## src/rtl/cv32e40p_fetch_aligner.sv

```systemverilog
// rtl/cv32e40p_fetch_aligner.sv - realigns prefetch words into whole RV32I/RV32IC instructions with PC
//
// Purpose:
//   Takes word-aligned 32-bit fetch words and presents complete instructions with their PC.
//   Handles 32-bit instructions that straddle a word boundary and compressed instructions in
//   either halfword.
//
// Configuration macro: CV32E40P_ALIGNER_RVC_EN
//   defined   - RV32IC realignment (ALIGNED / MISALIGNED / BRANCH_MIS)
//   undefined - RV32I pass-through, PC steps by 4, bits [1:0] of every address forced to 0
//
// Ports:
//   clk, rst              clock, synchronous active-high reset
//   fetch_valid_i/rdata_i prefetch word (word-aligned address)
//   fetch_ready_o         word consumed this cycle
//   instr_valid_o/ready_i instruction handshake
//   instr_rdata_o         instruction, compressed ones zero-extended in [31:16]
//   instr_is_compressed_o instr_rdata_o[1:0] != 2'b11
//   pc_o                  PC of instr_rdata_o
//   branch_i/addr_i       redirect, highest priority

module cv32e40p_fetch_aligner #(
    parameter logic [31:0] BOOT_ADDR = 32'h0000_0080
) (
    input  logic        clk,
    input  logic        rst,
    input  logic        fetch_valid_i,
    input  logic [31:0] fetch_rdata_i,
    output logic        fetch_ready_o,
    output logic        instr_valid_o,
    input  logic        instr_ready_i,
    output logic [31:0] instr_rdata_o,
    output logic        instr_is_compressed_o,
    output logic [31:0] pc_o,
    input  logic        branch_i,
    input  logic [31:0] branch_addr_i
);

`ifdef CV32E40P_ALIGNER_RVC_EN

    typedef enum logic [1:0] {
        ALIGNED    = 2'd0,
        MISALIGNED = 2'd1,
        BRANCH_MIS = 2'd2
    } state_e;

    state_e      state_q, state_d;
    logic [31:0] pc_q, pc_d;
    logic [15:0] resid_q, resid_d;

    always_comb begin
        state_d       = state_q;
        pc_d          = pc_q;
        resid_d       = resid_q;
        instr_valid_o = 1'b0;
        fetch_ready_o = 1'b0;
        instr_rdata_o = fetch_rdata_i;

        if (rst) begin
            // Handshakes stay quiet while the flops are being reset.
            instr_valid_o = 1'b0;
            fetch_ready_o = 1'b0;
        end else if (branch_i) begin
            // Drop whatever word is presented; it belongs to the old path.
            fetch_ready_o = 1'b1;
            pc_d          = branch_addr_i & ~32'h1;
            resid_d       = 16'h0;
            state_d       = branch_addr_i[1] ? BRANCH_MIS : ALIGNED;
        end else begin
            case (state_q)
                ALIGNED: begin
                    if (fetch_valid_i) begin
                        instr_valid_o = 1'b1;
                        if (fetch_rdata_i[1:0] != 2'b11) begin
                            instr_rdata_o = {16'h0, fetch_rdata_i[15:0]};
                            if (instr_ready_i) begin
                                fetch_ready_o = 1'b1;
                                resid_d       = fetch_rdata_i[31:16];
                                pc_d          = pc_q + 32'd2;
                                state_d       = MISALIGNED;
                            end
                        end else begin
                            instr_rdata_o = fetch_rdata_i;
                            if (instr_ready_i) begin
                                fetch_ready_o = 1'b1;
                                pc_d          = pc_q + 32'd4;
                            end
                        end
                    end
                end
                MISALIGNED: begin
                    if (resid_q[1:0] != 2'b11) begin
                        // Residual compressed instruction needs no new word.
                        instr_valid_o = 1'b1;
                        instr_rdata_o = {16'h0, resid_q};
                        if (instr_ready_i) begin
                            pc_d    = pc_q + 32'd2;
                            state_d = ALIGNED;
                        end
                    end else if (fetch_valid_i) begin
                        instr_valid_o = 1'b1;
                        instr_rdata_o = {fetch_rdata_i[15:0], resid_q};
                        if (instr_ready_i) begin
                            fetch_ready_o = 1'b1;
                            resid_d       = fetch_rdata_i[31:16];
                            pc_d          = pc_q + 32'd4;
                        end
                    end
                end
                BRANCH_MIS: begin
                    if (fetch_valid_i) begin
                        if (fetch_rdata_i[17:16] != 2'b11) begin
                            instr_valid_o = 1'b1;
                            instr_rdata_o = {16'h0, fetch_rdata_i[31:16]};
                            if (instr_ready_i) begin
                                fetch_ready_o = 1'b1;
                                pc_d          = pc_q + 32'd2;
                                state_d       = ALIGNED;
                            end
                        end else begin
                            // First half of a straddling instruction: park it, pc unchanged.
                            fetch_ready_o = 1'b1;
                            resid_d       = fetch_rdata_i[31:16];
                            state_d       = MISALIGNED;
                        end
                    end
                end
                default: begin
                    state_d = ALIGNED;
                end
            endcase
        end
    end

    always_ff @(posedge clk) begin
        if (rst) begin
            state_q <= ALIGNED;
            pc_q    <= BOOT_ADDR & ~32'h1;
            resid_q <= 16'h0;
        end else begin
            state_q <= state_d;
            pc_q    <= pc_d;
            resid_q <= resid_d;
        end
    end

    assign instr_is_compressed_o = (instr_rdata_o[1:0] != 2'b11);
    assign pc_o                  = pc_q;

`else

    logic [31:0] pc_q, pc_d;

    always_comb begin
        instr_rdata_o = fetch_rdata_i;
        instr_valid_o = fetch_valid_i & ~branch_i & ~rst;
        fetch_ready_o = ~rst & ((instr_valid_o & instr_ready_i) | branch_i);
        pc_d          = pc_q;
        if (branch_i) begin
            pc_d = branch_addr_i & ~32'h3;
        end else if (instr_valid_o && instr_ready_i) begin
            pc_d = pc_q + 32'd4;
        end
    end

    always_ff @(posedge clk) begin
        if (rst) begin
            pc_q <= BOOT_ADDR & ~32'h3;
        end else begin
            pc_q <= pc_d;
        end
    end

    assign instr_is_compressed_o = 1'b0;
    assign pc_o                  = pc_q;

`endif

endmodule

```

## config.mk

```make
export PLATFORM = sky130hd
export DESIGN_NAME = cv32e40p_fetch_aligner
export DESIGN_NICKNAME = d
export VERILOG_FILES = /design/src/rtl/cv32e40p_fetch_aligner.sv
export SDC_FILE = /design/constraint.sdc
export NUM_CORES = 1
export LEC_CHECK = 0
export BUFFER_PORTS_ARGS = -buffer_cell sky130_fd_sc_hd__buf_4
export CAP_MARGIN = 20
export CORE_ASPECT_RATIO = 1.5
export CORE_UTILIZATION = 40
export CTS_CLUSTER_SIZE = 20
export DETAILED_ROUTE_END_ITERATION = 10
export HOLD_SLACK_MARGIN = 0.05
export PLACE_DENSITY = 0.76
export SLEW_MARGIN = 20
export SYNTH_ARGS = -nofsm -noshare
export SYNTH_HDL_FRONTEND = slang
export SYNTH_SLANG_ARGS = --single-unit
```

## constraint.sdc

```tcl
create_clock -name clk -period 3.3 [get_ports clk]
set_clock_uncertainty 0.1 [all_clocks]
set_input_delay 0.99 -clock clk [delete_from_list [all_inputs] [get_ports clk]]
set_output_delay 0.99 -clock clk [all_outputs]
set_load 0.01 [all_outputs]
```

### Word-level counts from Yosys, hierarchy flattened

Cells that the tools add are included.
Widths: inputs -> output; s select.

| storage, ports and cells | value |
|---|---|
| input port bits | 69 |
| word-level logic and storage cells | 15 |
| output and inout port bits | 67 |
| bits in registers | 32 |

| cells by class | value |
|---|---|
| $add $sub $neg | 1 |
| bitwise logic cells | 7 |
| mux-type cells | 2 |
| reduce and logical (&&, ||, !) cells | 3 |

Operator list:

| cell | number |
|---|---|
| $mux 32 | 2 |
| $add 32x3->32 const B | 1 |
| $and 1x1->1 | 4 |
| $not 1->1 | 2 |
| $reduce_bool 2->1 | 1 |
| $reduce_or 2->1 | 1 |
| $logic_and 1x1->1 | 1 |
| $or 1x1->1 | 1 |

### Logic depth before layout (Yosys ltp)

| depth | value |
|---|---|
| depth after elaboration | 6 |
| mapped depth | 6 |
| depth with buffers taken out | 5 |

### Least setup slack after synthesis

Ideal clock, no wire load.

| timing path | value |
|---|---|
| path kind | input-to-output |
| from | input port branch_i |
| to | output port instr_valid_o |
| buffers on the path | 2 |
| setup slack | 0.508 ns |
| required time | 2.210 ns |
| cell stages on the path | 4 |
| arrival time | 1.702 ns |
| cells stage by stage | inv_1 -> buf_6 -> clkbuf_1 -> and3_1 |

| on the way | value |
|---|---|
| longest elaborated chain between the ends | 3 |

Ends and longest elaborated chain:

| what | RTL line | text |
|---|---|---|
| start, declared | 35 | `input logic branch_i,` |
| $not 1->1 | 156 | `instr_valid_o = fetch_valid_i & ~branch_i & ~rst;` |
| $and 1x1->1 (2 in a row) | 156 |  |
| end, declared | 30 | `output logic instr_valid_o,` |

No other way between the ends.

### Final worst setup path

| timing path | value |
|---|---|
| from | input port rst |
| to | output port instr_valid_o |

| on the way | value |
|---|---|
| longest elaborated chain between the ends | 2 |

Ends and longest elaborated chain:

| what | RTL line | text |
|---|---|---|
| start, declared | 26 | `input logic rst,` |
| $not 1->1 | 156 |  |
| $and 1x1->1 | 156 |  |

No other way between the ends.

==> reports/qor.yml <==
global_route:
  first_global_vias: 1999
  grt_overflow: 0
  grt_max_degree: 34
  antenna_found_initial: 0
  track_usage_pct: 20.04
  grt_pass1_wl_mm: 9.335
sta:
  tightestPinTransition_ns: 0.5812
  slew_headroom_pct: 60.90
  period_needed_ns: 2.952
  setup_violations: 0
  fmax_ghz: 0.3388
  rsz0062_at_grt: "no"
  final.period_utilization_pct: 89.44
  timing.hold.ws_ns: 0.4566
  hold_viol_final: 0
  drv_slew: 0
  tns_ns: 0
power:
  switching_share_pct: 29.38
  combPwrFrac_pct: 19.4
  leakage_nw: 0.9617
  p_sw_w: 0.0002606
  ir_drop_v: 0.0001661
  internal-power_w: 0.0006264
  powerDensity_mw_per_mm2: 352.4
  pwr-share-seq_pct: 48.7
  clockPowerShare_pct: 31.9
placed_design:
  numPortBuffers: 66
  dpl.hpwl_mm: 4.086
  globalplace.congestion: 0.8049
synthesis:
  async_reset_ff_share_pct: 0
  synth_seq_area_share_pct: 27.48
  synthCells: 271
  yosys_warnings: 0
  synth_cell_types: 42
  yosys.area.top_type: "dfxtp_1"
  synth_edf_count: 0
  ys_ff_latch: 30
  ys_top_cells_by_area: "dfxtp_1, buf_4, a311oi_1"
  synth_area_mm2: 0.002186
  synthFlopType: "dfxtp_1"
  avgSynthCellArea_um2: 8.066
  yosysTopAreaCellShare_pct: 27.48
setup_path:
  ff2ff_path_depth: 4
  arrival_ns: 1.86
  r2r_end: "pc_o[26]"
  start_kind: "input port"
  reg2reg_slack_ns: 0.96
  worstSetupEndpointType: "output pin"
  worst_r2r_startpoint: "pc_o[13]"
  worstPathMaxFanout: 33
  crit_type: "input port to output pin"
  crit_path_start: "rst"
  required_ns: 2.21
  crit_end: "instr_valid_o"
cells_and_area:
  regArea_um2: 600.6
  final_common_cell: "buf_4"
  syn2layout_area_growth_pct: 15.17
  final_nets: 368
  multi_input_area_mm2: 0.001215
  most-common-layout-cells: "buf_4, dfxtp_1, nor2_1"
  nFillCells: 552
  n_antenna_cell: 0
  drive_above_1_share_pct: 27.18
  largest_register_ffs: 30
cts:
  ctsResizeCount: 0
  clkSlewWorstSetupHoldPaths_ns: 0.06
  post_cts_buffers: 0
  cts_buffer_depth: 2
  cts_sinks: 30
  hold_buffers: 0
  cts_tree: "yes"
  htreeDepth: 2
  cts_root_buffer: "clkbuf_8"
  clock_latency_ns: 0.29
  cts_buffers: 5
floorplan:
  die_x_um: 62.36
  die_h_um: 92.54
  io_pins: 136
  core_mm2: 0.005205
  fp.dieArea_mm2: 0.005770
  start_util_pct: 42.00
  placementRows: 32
drt:
  drt-vias-per-instance: 5.858
  drc: 0
  drt_iter0_markers: 196
  ant_nets: 0
  detail_route.first_pass.iterations: 4
  dr_total_vias: 2144
  wl_per_cell_um: 15.58
  wirelength_mm: 5.703
run:
  cap_violations: 0
outcome:
  status: "finished, final reports clean"
worst_hold_path:
  hp-class: "flop to flop"
worst max-delay path: stages:
cell and delay, ns:
buf_4 0.30, inv_1 0.21, and3_1 0.23, buf_4 0.14
cell usage after synthesis (2+ instances only):
cell and count:
a2111oi_0 6, a211oi_1 7, a21oi_1 2, a311oi_1 13, a32oi_1 3, and2_1 3
and3_1 7, and4_1 5, buf_2 2, buf_4 35, buf_6 4, clkbuf_1 10
dfxtp_1 30, inv_1 6, nand2_1 15, nand3_1 16, nand4_1 11, nor2_1 25
nor2b_1 5, nor3_1 7, nor4_1 6, o21ai_0 4, o31ai_1 10, o41a_1 3
or3_1 2, or3_2 2, or4_1 10, xnor2_1 5, xor2_1 4
cell type report:
cell class,count,share of cell area [%]
Multi-Input combinational cell,186,48.26
Sequential cell,30,23.86
Timing Repair Buffer,69,20.58
Tap cell,68,3.380
Clock buffer,7,3.032
Inverter,6,0.8946
power groups by stage:
stage	logic, W	registers, W	clock network [W]
finish	0.000172	0.000432	0.000283
global route	0.000188	0.000437	0.000303
CTS	0.000173	0.000431	0.000288
detailed placement	0.000172	0.000439	0
global placement	0.000169	0.000438	0
floorplan	0.000119	0.000440	0
worst min path at each step:
stage,start,endpoint,slack (ns),depth (start not counted)
5_1_grt,pc_o[15],pc_o[15],0.49,2
3_3_place_gp,pc_o[3],pc_o[3],0.43,2
2_1_floorplan,pc_o[3],pc_o[3],0.44,2
3_5_place_dp,pc_o[22],pc_o[22],0.44,2
4_1_cts,pc_o[22],pc_o[22],0.46,2
6_report,pc_o[22],pc_o[22],0.46,2
stage by stage:
stage | worst slack, ns | instances | utilization [%] | area (µm²) | total power [W]
after floorplan | 0.5077 | 273 | - | 2193 | 0.0005589
after detailed placement | 0.3377 | 359 | 46.90 | 2441 | 0.0006111
after global routing | 0.2800 | 366 | 48.37 | 2517 | 0.0009285
after global placement | 0.3566 | 359 | 46.90 | 2441 | 0.0006071
final | 0.3483 | 366 | 48.37 | 2517 | 0.0008870
after CTS | 0.3471 | 366 | 48.37 | 2517 | 0.0008926
cell families (layout without fill, tap and decap cells):
logic type	after synthesis	count (layout)	synth area share, %
and+or+nand+nor	121	121	31.65
buffers and inverters	57	82	17.29
AOI/OAI and AO/OA	52	52	19.23
DFF	30	30	27.48
xor gates and xnor gates	9	9	3.606
adders and majority gates	1	1	0.5723
other	1	3	0.1716
routing by layer:
layer	part of all wire [%]	vias to the layer above	GRT usage (%)
met5	0	-	0
met4	2.6	0	12.98
met3	6.4	25	3.695
met2	51	67	33.61
met1	40	1008	23.20
li1	-	1044	-
No activity file was read; power rests on OpenSTA's default activity.
